## config.mk

```make
export PLATFORM = sky130hd
export DESIGN_NAME = program_loader_flat
export DESIGN_NICKNAME = d
export VERILOG_FILES = /design/src/rtl/program_loader_pkg.sv /design/src/rtl/program_loader_if.sv /design/src/rtl/program_loader_byte_packer.sv /design/src/rtl/program_loader.sv /design/src/flat_wrapper.sv
export SDC_FILE = /design/constraint.sdc
export NUM_CORES = 1
export LEC_CHECK = 0
export BUFFER_PORTS_ARGS = -buffer_cell sky130_fd_sc_hd__buf_2
export CAP_MARGIN = 40
export CORE_UTILIZATION = 60
export CTS_CLUSTER_SIZE = 14
export DETAILED_ROUTE_END_ITERATION = 10
export GPL_ROUTABILITY_DRIVEN = 0
export GPL_TIMING_DRIVEN = 0
export PLACE_DENSITY = 0.85
export SLEW_MARGIN = 5
export SYNTH_ARGS = -nofsm -noshare
export SYNTH_HDL_FRONTEND = slang
export SYNTH_HIERARCHICAL = 1
export SYNTH_SLANG_ARGS = --single-unit
```

## constraint.sdc

```tcl
create_clock -name clk -period 3.8 [get_ports clk]
set_input_delay 0 -clock clk [delete_from_list [all_inputs] [get_ports clk]]
set_output_delay 0 -clock clk [all_outputs]
set_load 0.1 [all_outputs]
```

## src/rtl/program_loader_pkg.sv

```systemverilog
// Shared definitions for the boot-time program loader: FSM encoding,
// default geometry, and small helper functions for byte packing.
package program_loader_pkg;

  localparam int DEF_MEMORY_DEPTH = 32;
  localparam int DEF_DATA_WIDTH   = 32;

  // Loader sequencing states
  typedef enum logic [2:0] {
    ST_IDLE  = 3'd0,
    ST_RECV  = 3'd1,
    ST_WRITE = 3'd2,
    ST_CHECK = 3'd3,
    ST_DONE  = 3'd4,
    ST_ERROR = 3'd5
  } state_e;

  // Bytes per instruction word for a given word width
  function automatic int bpw_of(input int data_width);
    return data_width / 8;
  endfunction

  // Width of the byte index within a word (at least one bit)
  function automatic int bidx_width(input int bpw);
    return (bpw > 1) ? $clog2(bpw) : 1;
  endfunction

  // Running checksum update: plain XOR of every payload byte
  function automatic logic [7:0] xor_accum(input logic [7:0] acc, input logic [7:0] data);
    return acc ^ data;
  endfunction

endpackage

```

## src/rtl/program_loader_if.sv

```systemverilog
// Byte-stream input and instruction-RAM write port of the loader.
// The loader is the "slave" side: it consumes the stream and drives the RAM port.
// The "master" side is the serial receiver / memory environment.
interface program_loader_if
  import program_loader_pkg::*;
#(
  parameter int DATA_WIDTH = DEF_DATA_WIDTH
);

  logic [7:0]            Byte_In;
  logic                  Byte_Valid;
  logic                  Byte_Ready;
  logic                  Mem_WriteEnable;
  logic [DATA_WIDTH-1:0] Mem_Address;
  logic [DATA_WIDTH-1:0] Mem_WriteData;

  modport slave (
    input  Byte_In,
    input  Byte_Valid,
    output Byte_Ready,
    output Mem_WriteEnable,
    output Mem_Address,
    output Mem_WriteData
  );

  modport master (
    output Byte_In,
    output Byte_Valid,
    input  Byte_Ready,
    input  Mem_WriteEnable,
    input  Mem_Address,
    input  Mem_WriteData
  );

endinterface

```

## src/rtl/program_loader_byte_packer.sv

```systemverilog
// Assembles little-endian bytes into one instruction word and keeps the
// running XOR checksum. The byte index wraps to zero after the last byte
// of a word, so consecutive words need no extra clearing.
module program_loader_byte_packer
  import program_loader_pkg::*;
#(
  parameter int DATA_WIDTH = DEF_DATA_WIDTH
) (
  input  logic                  clk,
  input  logic                  reset,
  input  logic                  clear_i,
  input  logic                  load_i,
  input  logic [7:0]            byte_i,
  output logic [DATA_WIDTH-1:0] word_o,
  output logic                  last_byte_o,
  output logic [7:0]            xor_o
);

  localparam int BPW = bpw_of(DATA_WIDTH);
  localparam int BIW = bidx_width(BPW);

  logic [BPW-1:0][7:0] word_q;
  logic [BPW-1:0][7:0] word_d;
  logic [BIW-1:0]      bidx_q;
  logic [BIW-1:0]      bidx_d;
  logic [7:0]          xor_q;
  logic [7:0]          xor_d;

  assign last_byte_o = (bidx_q == BIW'(BPW - 1));
  // word_o already contains the byte accepted this cycle, so the top can
  // capture a complete word on the same edge the last byte arrives.
  assign word_o      = word_d;
  assign xor_o       = xor_q;

  // Insert the accepted byte, advance the byte index and fold the checksum
  always_comb begin
    word_d = word_q;
    bidx_d = bidx_q;
    xor_d  = xor_q;
    if (clear_i) begin
      word_d = '0;
      bidx_d = '0;
      xor_d  = 8'h00;
    end else if (load_i) begin
      word_d[bidx_q] = byte_i;
      xor_d          = xor_accum(xor_q, byte_i);
      if (last_byte_o) begin
        bidx_d = '0;
      end else begin
        bidx_d = bidx_q + BIW'(1);
      end
    end else begin
      word_d = word_q;
      bidx_d = bidx_q;
      xor_d  = xor_q;
    end
  end

  // Packer state registers with synchronous reset
  always_ff @(posedge clk) begin
    if (reset) begin
      word_q <= '0;
      bidx_q <= '0;
      xor_q  <= 8'h00;
    end else begin
      word_q <= word_d;
      bidx_q <= bidx_d;
      xor_q  <= xor_d;
    end
  end

endmodule

```

## src/rtl/program_loader.sv

```systemverilog
// Boot-time program loader: fills instruction RAM from a byte stream,
// verifies a trailing XOR checksum and releases the core only after a
// successful load. All outputs are registered from the next state.
module program_loader
  import program_loader_pkg::*;
#(
  parameter  int MEMORY_DEPTH = DEF_MEMORY_DEPTH,
  parameter  int DATA_WIDTH   = DEF_DATA_WIDTH,
  localparam int CW           = $clog2(MEMORY_DEPTH) + 1
) (
  input  logic               clk,
  input  logic               reset,
  input  logic               Start,
  input  logic [CW-1:0]      Load_Words,
  program_loader_if.slave    bus,
  output logic               Cpu_Hold,
  output logic               Done,
  output logic               Error
);

  state_e                state_q;
  state_e                state_d;
  logic [CW-1:0]         idx_q;
  logic [CW-1:0]         idx_d;
  logic [CW-1:0]         words_q;
  logic [CW-1:0]         words_d;

  logic                  byte_ready_q;
  logic                  byte_ready_d;
  logic                  we_q;
  logic                  we_d;
  logic [DATA_WIDTH-1:0] addr_q;
  logic [DATA_WIDTH-1:0] addr_d;
  logic [DATA_WIDTH-1:0] data_q;
  logic [DATA_WIDTH-1:0] data_d;
  logic                  cpu_hold_q;
  logic                  cpu_hold_d;
  logic                  done_q;
  logic                  done_d;
  logic                  error_q;
  logic                  error_d;

  logic                  pk_clear;
  logic                  pk_load;
  logic [DATA_WIDTH-1:0] pk_word;
  logic                  pk_last;
  logic [7:0]            pk_xor;
  logic                  accept;
  logic                  lw_bad;

  program_loader_byte_packer #(
    .DATA_WIDTH (DATA_WIDTH)
  ) u_packer (
    .clk         (clk),
    .reset       (reset),
    .clear_i     (pk_clear),
    .load_i      (pk_load),
    .byte_i      (bus.Byte_In),
    .word_o      (pk_word),
    .last_byte_o (pk_last),
    .xor_o       (pk_xor)
  );

  // A byte moves only when the stream offers it and we advertise readiness
  assign accept = bus.Byte_Valid && byte_ready_q;
  assign lw_bad = (Load_Words == '0) || (Load_Words > CW'(MEMORY_DEPTH));

  // Next-state logic and packer control
  always_comb begin
    state_d  = state_q;
    idx_d    = idx_q;
    words_d  = words_q;
    pk_clear = 1'b0;
    pk_load  = 1'b0;
    case (state_q)
      ST_IDLE, ST_DONE, ST_ERROR: begin
        if (Start) begin
          pk_clear = 1'b1;
          idx_d    = '0;
          words_d  = Load_Words;
          if (lw_bad) begin
            state_d = ST_ERROR;
          end else begin
            state_d = ST_RECV;
          end
        end else begin
          state_d = state_q;
        end
      end
      ST_RECV: begin
        if (accept) begin
          pk_load = 1'b1;
          if (pk_last) begin
            state_d = ST_WRITE;
          end else begin
            state_d = ST_RECV;
          end
        end else begin
          state_d = ST_RECV;
        end
      end
      ST_WRITE: begin
        if (idx_q == (words_q - CW'(1))) begin
          state_d = ST_CHECK;
        end else begin
          state_d = ST_RECV;
          idx_d   = idx_q + CW'(1);
        end
      end
      ST_CHECK: begin
        if (accept) begin
          if (bus.Byte_In == pk_xor) begin
            state_d = ST_DONE;
          end else begin
            state_d = ST_ERROR;
          end
        end else begin
          state_d = ST_CHECK;
        end
      end
      default: begin
        state_d = ST_IDLE;
      end
    endcase
  end

  // Output values decoded from the next state so they register with it
  always_comb begin
    byte_ready_d = (state_d == ST_RECV) || (state_d == ST_CHECK);
    we_d         = (state_d == ST_WRITE);
    cpu_hold_d   = (state_d != ST_DONE);
    done_d       = (state_d == ST_DONE);
    error_d      = (state_d == ST_ERROR);
    if (we_d) begin
      addr_d = DATA_WIDTH'(idx_d) << 2'd2;
      data_d = pk_word;
    end else begin
      addr_d = addr_q;
      data_d = data_q;
    end
  end

  // FSM state and counters
  always_ff @(posedge clk) begin
    if (reset) begin
      state_q <= ST_IDLE;
      idx_q   <= '0;
      words_q <= '0;
    end else begin
      state_q <= state_d;
      idx_q   <= idx_d;
      words_q <= words_d;
    end
  end

  // Registered outputs
  always_ff @(posedge clk) begin
    if (reset) begin
      byte_ready_q <= 1'b0;
      we_q         <= 1'b0;
      addr_q       <= '0;
      data_q       <= '0;
      cpu_hold_q   <= 1'b1;
      done_q       <= 1'b0;
      error_q      <= 1'b0;
    end else begin
      byte_ready_q <= byte_ready_d;
      we_q         <= we_d;
      addr_q       <= addr_d;
      data_q       <= data_d;
      cpu_hold_q   <= cpu_hold_d;
      done_q       <= done_d;
      error_q      <= error_d;
    end
  end

  assign bus.Byte_Ready      = byte_ready_q;
  assign bus.Mem_WriteEnable = we_q;
  assign bus.Mem_Address     = addr_q;
  assign bus.Mem_WriteData   = data_q;
  assign Cpu_Hold            = cpu_hold_q;
  assign Done                = done_q;
  assign Error               = error_q;

endmodule

```

## src/flat_wrapper.sv

```systemverilog
// flat-port wrapper written by rule: the top's interface ports become plain ports
module program_loader_flat import program_loader_pkg::*;
#(
  parameter  int MEMORY_DEPTH = DEF_MEMORY_DEPTH,
  parameter  int DATA_WIDTH   = DEF_DATA_WIDTH,
  localparam int CW           = $clog2(MEMORY_DEPTH) + 1
)
  (clk, reset, Start, Load_Words, Cpu_Hold, Done, Error, bus_Byte_In, bus_Byte_Valid, bus_Byte_Ready, bus_Mem_WriteEnable, bus_Mem_Address, bus_Mem_WriteData);
  program_loader_if #(.DATA_WIDTH(DATA_WIDTH)) bus_i ();
  input  logic clk;
  input  logic reset;
  input  logic Start;
  input  logic [CW-1:0] Load_Words;
  output logic Cpu_Hold;
  output logic Done;
  output logic Error;
  input wire logic [$bits(bus_i.Byte_In)-1:0] bus_Byte_In;
  input wire logic [$bits(bus_i.Byte_Valid)-1:0] bus_Byte_Valid;
  output wire logic [$bits(bus_i.Byte_Ready)-1:0] bus_Byte_Ready;
  output wire logic [$bits(bus_i.Mem_WriteEnable)-1:0] bus_Mem_WriteEnable;
  output wire logic [$bits(bus_i.Mem_Address)-1:0] bus_Mem_Address;
  output wire logic [$bits(bus_i.Mem_WriteData)-1:0] bus_Mem_WriteData;
  assign bus_i.Byte_In = bus_Byte_In;
  assign bus_i.Byte_Valid = bus_Byte_Valid;
  assign bus_Byte_Ready = bus_i.Byte_Ready;
  assign bus_Mem_WriteEnable = bus_i.Mem_WriteEnable;
  assign bus_Mem_Address = bus_i.Mem_Address;
  assign bus_Mem_WriteData = bus_i.Mem_WriteData;
  program_loader #(.MEMORY_DEPTH(MEMORY_DEPTH), .DATA_WIDTH(DATA_WIDTH)) u_core (.clk(clk), .reset(reset), .Start(Start), .Load_Words(Load_Words), .bus(bus_i), .Cpu_Hold(Cpu_Hold), .Done(Done), .Error(Error));
endmodule
```

# Yosys cells after proc, flatten, opt, wreduce, memory -nomap -nowiden
# Index checks and enable logic that the tools add are counted.
[totals]
input_bits = 18
register_bits = 100
wordCells = 67
output_inout_bits = 69
[op_classes]
n_reduce_logical = 9
add_sub_neg = 3
n_mux = 21
eq_ne = 14
n_bitwise = 1
order_cmp = 3
[ops]
columns = ["cell", "n"]
rows = [
  ["two-way mux 32 bit", 2],
  ["bitwise mux 32 bit", 1],
  ["demux 8 bit (select 2 bit)", 1],
  ["== test 3 x 2 -> 1 bit, second input constant", 4],
  ["== test 3 bit, second input constant", 4],
  ["two-way mux 6 bit", 2],
  ["case mux 3 bit (4 select lines)", 1],
  ["case mux 6 bit (2 select lines)", 1],
  ["two-way mux 3 bit", 3],
  ["== test 8 bit", 1],
  ["two-way mux 2 bit", 4],
  ["two-way mux 8 bit", 1],
  ["XOR 8 bit", 1],
  ["adder 6 x 1 -> 6 bit, second input constant", 1],
  ["== test 3 x 1 -> 1 bit, second input constant", 2],
  ["== test 6 bit", 1],
  ["> comparator 6 bit, second input constant", 1],
  ["zero test 6 bit", 1],
  ["subtractor 6 x 1 -> 6 bit, second input constant", 1],
  ["two-way mux 1 bit", 5],
  ["zero test 3 bit", 1],
  ["less-than comparator 2 x 3 -> 1 bit, second input constant", 1],
  ["!= test 3 bit, second input constant", 1],
  ["OR reduction 3 bit", 1],
  ["7 further kinds", 9],
]

# Depth between registers and ports, before layout
[logic_depth]
ltp_word = 7
mapped_depth = 8

# Hierarchy
# Netlist, hierarchy kept.
[modules_own_cells]
columns = ["mod", "instances", "area_each_um2", "cells_each", "seq_area_each_um2"]
rows = [
  ["program_loader", 1, 2670.1, 327, 1161.1],
  ["program_loader_byte_packer", 1, 2224.6, 232, 840.8],
]

# Worst setup path after synthesis
# Ideal clock, no wire load.
[synth_path]
path_kind = "register to register"
startpoint = "register u_core.byte_ready_q, in the netlist u_core/bus.Byte_Ready"
endpoint = "register u_core.data_q[0], in the netlist u_core/bus.Mem_WriteData[0]"
slack_ps = 1482
stages_incl_launch_ff = 9
arrival_time_ps = 2247
setup_ps = 70
required_time_ps = 3730
path_buffers = 2
path_cell_list = "dfxtp_1 -> nand2_1 -> nor3_1 -> buf_2 -> buf_2 -> nand3_1 -> a21oi_1 -> nand2_1 -> a21oi_1"
[synth_between]
elab_chain_cells = 5
word_cells_on_any_way = 9
classes_between = "1 x eq/ne; 7 x mux; 1 x reduce/logical"
[synth_lines]
columns = ["item", "line", "rtl"]
rows = [
  ["start, declared", "program_loader.sv:28", "logic byte_ready_q;"],
  ["start signal, assigned", "program_loader.sv:167", "byte_ready_q <= byte_ready_d;"],
  ["logical AND 1 bit", "program_loader.sv:65", "assign accept = bus.Byte_Valid && byte_ready_q;"],
  ["two-way mux 1 bit", "program_loader.sv:91", "if (accept) begin"],
  ["two-way mux 1 bit", "program_loader.sv:75", "case (state_q)"],
  ["net u_core.pk_load", "program_loader.sv:44", "logic pk_load;"],
  ["two-way mux 32 bit", "program_loader_byte_packer.sv:44", "end else if (load_i) begin"],
  ["two-way mux 32 bit", "program_loader_byte_packer.sv:40", "if (clear_i) begin"],
  ["net u_core.pk_word[0]", "program_loader.sv:45", "logic [DATA_WIDTH-1:0] pk_word;"],
  ["end signal, assigned", "program_loader.sv:170", "data_q <= data_d;"],
  ["end, declared", "program_loader.sv:34", "logic [DATA_WIDTH-1:0] data_q;"],
]
# The timed path passes the listed nets, and every way through them passes these cells.
# A chain may end at the register's enable or synchronous reset.

# Worst setup path in the final report
[layout_path]
startpoint = "register u_core.words_q[0]"
endpoint = "register u_core.idx_q[4]"
[layout_between]
elab_chain_cells = 4
[layout_lines]
columns = ["item", "line", "rtl"]
rows = [
  ["start, declared", "program_loader.sv:25", "logic [CW-1:0] words_q;"],
  ["start signal, assigned", "program_loader.sv:152", "words_q <= words_d;"],
  ["subtractor 6 x 1 -> 6 bit", "program_loader.sv:103", "if (idx_q == (words_q - CW'(1))) begin"],
  ["== test 6 bit", "program_loader.sv:103", ""],
  ["two-way mux 6 bit", "program_loader.sv:103", ""],
  ["case mux 6 bit (2 select lines)", "program_loader.sv:75", ""],
  ["end signal, assigned", "program_loader.sv:151", "idx_q <= idx_d;"],
  ["end, declared", "program_loader.sv:23", "logic [CW-1:0] idx_q;"],
]
# Every way passes these cells.

==> metrics.txt <==
clk root buf clkbuf_8; CTS tree done; htree depth 3; Clock Skews 0.009072 ns; vias 4357; layer with the highest usage met2; std cell rows 32; Async SR Flop Fraction 0; CP max-delay cell or3b_2; status finished, final reports clean; cells along the critical path inv_1, ha_1, or3b_2, a211oi_1, nand3b_1, or2_2, a41oi_1, nor4_1; count of nets after finishing 687; average wire per standard cell 15.30 µm; Hold WS 0.01818 ns; Worst Tran Pin Value 0.6233 ns; Routed Antenna Nets 0; Hold EP u_core/u_packer/xor_o[6]; Synth area leader dfxtp_1; worst reg-to-reg path cell count 8; EDFF count, synth 0; Hold Path Stages 3; Setup Fix Bufs, Post-CTS 0; met2 usage 0.4938; RSZ-0062 raised after global routing false; Synth Area per Inst 8.756 µm²; die area 8523 µm²; Synth Instances 559; Synth Register Bits 100; post-synth top area share 0.4090; first-pass iteration count of the detailed router 5; critical path capture point type register; DRC 0; number of setup violations in the final report 0; mapped cell area 4895 µm²; Synth Warn # 6; hold crit path type in -> reg; Area growth, synth to finish 15.85%; DRT iter0 DRCs 293; Critical Path RT 4.02 ns; Fin Setup TNS 0 ns; Detail Placement HPWL 8329 µm; Skew-Pair Late Insertion Delay 0.37 ns; initial antenna violation count 0; layout cell share with drive strength beyond 1 0.3219; Lkg Pwr 2.221 nW; max frequency 0.4078 GHz; routed wire length 11780 µm; Pins Over Slew Limit 0; chip width 92.32 µm; vias in the first global route 4270; DP Worst Slack 1.405 ns; worst setup margin 1.348 ns; Clk pin slew, worst setup/hold paths 0.09 ns; synth top area cells dfxtp_1 41%, a21bo_2 8.2%, a21oi_1 8.0%, a21oi_2 7.0%, nand2_1 6.2%; Worst Path Class, Setup reg -> reg; Peak VDD IR 0.1663 mV; worst-case clock buffer depth 2; GR Util All Layers 0.2884; reg2reg start u_core/words_q[0]; largest net degree at the start of global routing 16; slowest cell delay on critical path 0.47 ns; Worst setup SP type register; Placeable Area 7807 µm²; final cell utilization of the core 0.7263; min Tclk post-route 2.452 ns; final hold vios 0; reg2reg end u_core/idx_q[4]; GR Util met3 0.04926; port bufs 60; clk sinks 100; GRT overflow 0; startpoint of the worst hold path bus_Byte_In[6]; Tcrit/Tclk final 0.6453; Max-slew headroom 0.5844; worst reg2reg setup slack 1.35 ns; die span in y 92.32 µm; PwrDens 352.3 nW/µm²; starting density of the core 0.6269; synth unique cells 53; sequential cell area fraction in the yosys report 0.4090; reported max-cap violation count 0; Boundary Pins 87; CP Max Fanout 6; GRT met1 Usage 0.3458; commonest register cell after synthesis dfxtp_1; Inserted Clock Buffers 9; vias per cell 5.658; CP arrival 2.67 ns; global-route wire length before repair 19460 µm; # diodes 0
## critical path: cells and delay by family, from the launching register on
family / cells / cell delay (ns)
adders and majority gates: 1 / 0.21
buffers and inverters: 1 / 0.07
and+or+nand+nor: 4 / 1.15
DFF: 1 / 0.37
AOI/OAI and AO/OA: 2 / 0.50
## cell type report
type                            count  area, µm²
Sequential cell                   100       2002
Multi-Input combinational cell    409       2541
Clock inverter                      4      23.77
Buffer                             71      430.4
Inverter                            4      15.01
Timing Repair Buffer               68      375.4
Fill cell                         592       2137
Clock buffer                       12      155.1
Tap cell                          102      127.6
## cell usage in the layout (no fill, tap or decap), types with 4 or more instances in the layout
master | synthesis | final
dfxtp_1 | 100 | 100
nand2_1 | 81 | 81
a21oi_2 | 39 | 39
ha_1 | 6 | 6
clkbuf_1 | 20 | 21
nand3_1 | 42 | 42
a21oi_1 | 78 | 78
nand3b_1 | 9 | 9
buf_4 | 28 | 28
buf_2 | 15 | 76
inv_1 | 4 | 4
a21bo_2 | 40 | 40
dlygate4sd3_1 | 0 | 7
mux2i_1 | 7 | 7
nor2_1 | 10 | 10
xnor2_1 | 12 | 12
xor2_1 | 4 | 4
o21ai_0 | 5 | 5
buf_6 | 5 | 5
clkbuf_8 | 0 | 11
conb_1 | 1 | 26
## sequential cells by signal, summed over array words and instances, names as in the netlist, 2 cells and up
register                  cells
u_core/u_packer/bidx_q        2
u_core/u_packer/word_q       32
u_core/words_q                6
u_core/state_q                3
u_core/idx_q                  6
u_core/u_packer/xor_o         8
u_core/bus.Mem_WriteData     32
u_core/bus.Mem_Address        6
## cells by family (layout without fill, tap and decap cells)
kind of cell / count (synthesis) / in the layout / share of synthesized area
AOI/OAI and AO/OA: 180 / 180 / 0.2671
xor gates and xnor gates: 16 / 16 / 0.02863
adders and majority gates: 6 / 6 / 0.01534
buffers and inverters: 75 / 159 / 0.09100
DFF: 100 / 100 / 0.4090
muxes: 7 / 7 / 0.01432
other: 1 / 26 / 0.0007661
and+or+nand+nor: 174 / 174 / 0.1738
## through the flow
step | power [mW] | area [µm²] | instances
2_1_floorplan | 1.332 | 4989 | 584
3_3_place_gp | 1.378 | 5416 | 746
3_5_place_dp | 1.383 | 5421 | 747
4_1_cts | 2.004 | 5670 | 770
5_1_grt | 2.068 | 5670 | 770
6_report | 1.998 | 5670 | 770
## power by group
| part | switching (mW) | internal [mW] |
|---|---|---|
| registers | 0.00967 | 1.06 |
| logic | 0.229 | 0.0757 |
| clock network | 0.354 | 0.272 |
| total | 0.593 | 1.40 |
## what timing repair did
item                      in CTS  in global routing
resized for setup              0                  0
hold endpoints to repair       9                  0
hold buffers                   7                  0
## synthesized netlist by cell type, types with 2 or more instances
| cell type | instances |
|---|---|
| and2_2 | 2 |
| or3b_1 | 3 |
| clkbuf_1 | 20 |
| clkbuf_2 | 2 |
| a21oi_1 | 78 |
| nor3b_1 | 3 |
| buf_2 | 15 |
| a21bo_2 | 40 |
| o311ai_0 | 3 |
| nand2b_1 | 2 |
| nor4_1 | 2 |
| nand3_1 | 42 |
| a31oi_1 | 2 |
| buf_4 | 28 |
| o22ai_1 | 2 |
| ha_1 | 6 |
| xor2_1 | 4 |
| or4_1 | 3 |
| nor2_1 | 10 |
| xnor2_1 | 12 |
| nand2_1 | 81 |
| mux2i_1 | 7 |
| buf_6 | 5 |
| a21oi_2 | 39 |
| o21ai_0 | 5 |
| or3b_2 | 2 |
| nor3_1 | 3 |
| nand3b_1 | 9 |
| dfxtp_1 | 100 |
| inv_1 | 4 |
| a211oi_1 | 3 |
## routing by layer
metal | part of all wire | wire (µm)
met1 | 0.42 | 4968
met2 | 0.49 | 5796
met3 | 0.057 | 666
met4 | 0.030 | 350
met5 | 0 | 0
## how the worst max path moves through the flow
stage	from	cells past startpoint	slack (ns)	end
after floorplan	u_core/bus.Byte_Ready	8	1.48	u_core/bus.Mem_WriteData[0]
after global placement	u_core/words_q[0]	8	1.49	u_core/idx_q[4]
after detailed placement	u_core/words_q[0]	8	1.41	u_core/idx_q[4]
after CTS	u_core/words_q[0]	8	1.37	u_core/idx_q[4]
after global routing	u_core/words_q[0]	8	1.23	u_core/idx_q[4]
final	u_core/words_q[0]	8	1.35	u_core/idx_q[4]
Power figures use the tool's default switching activity.
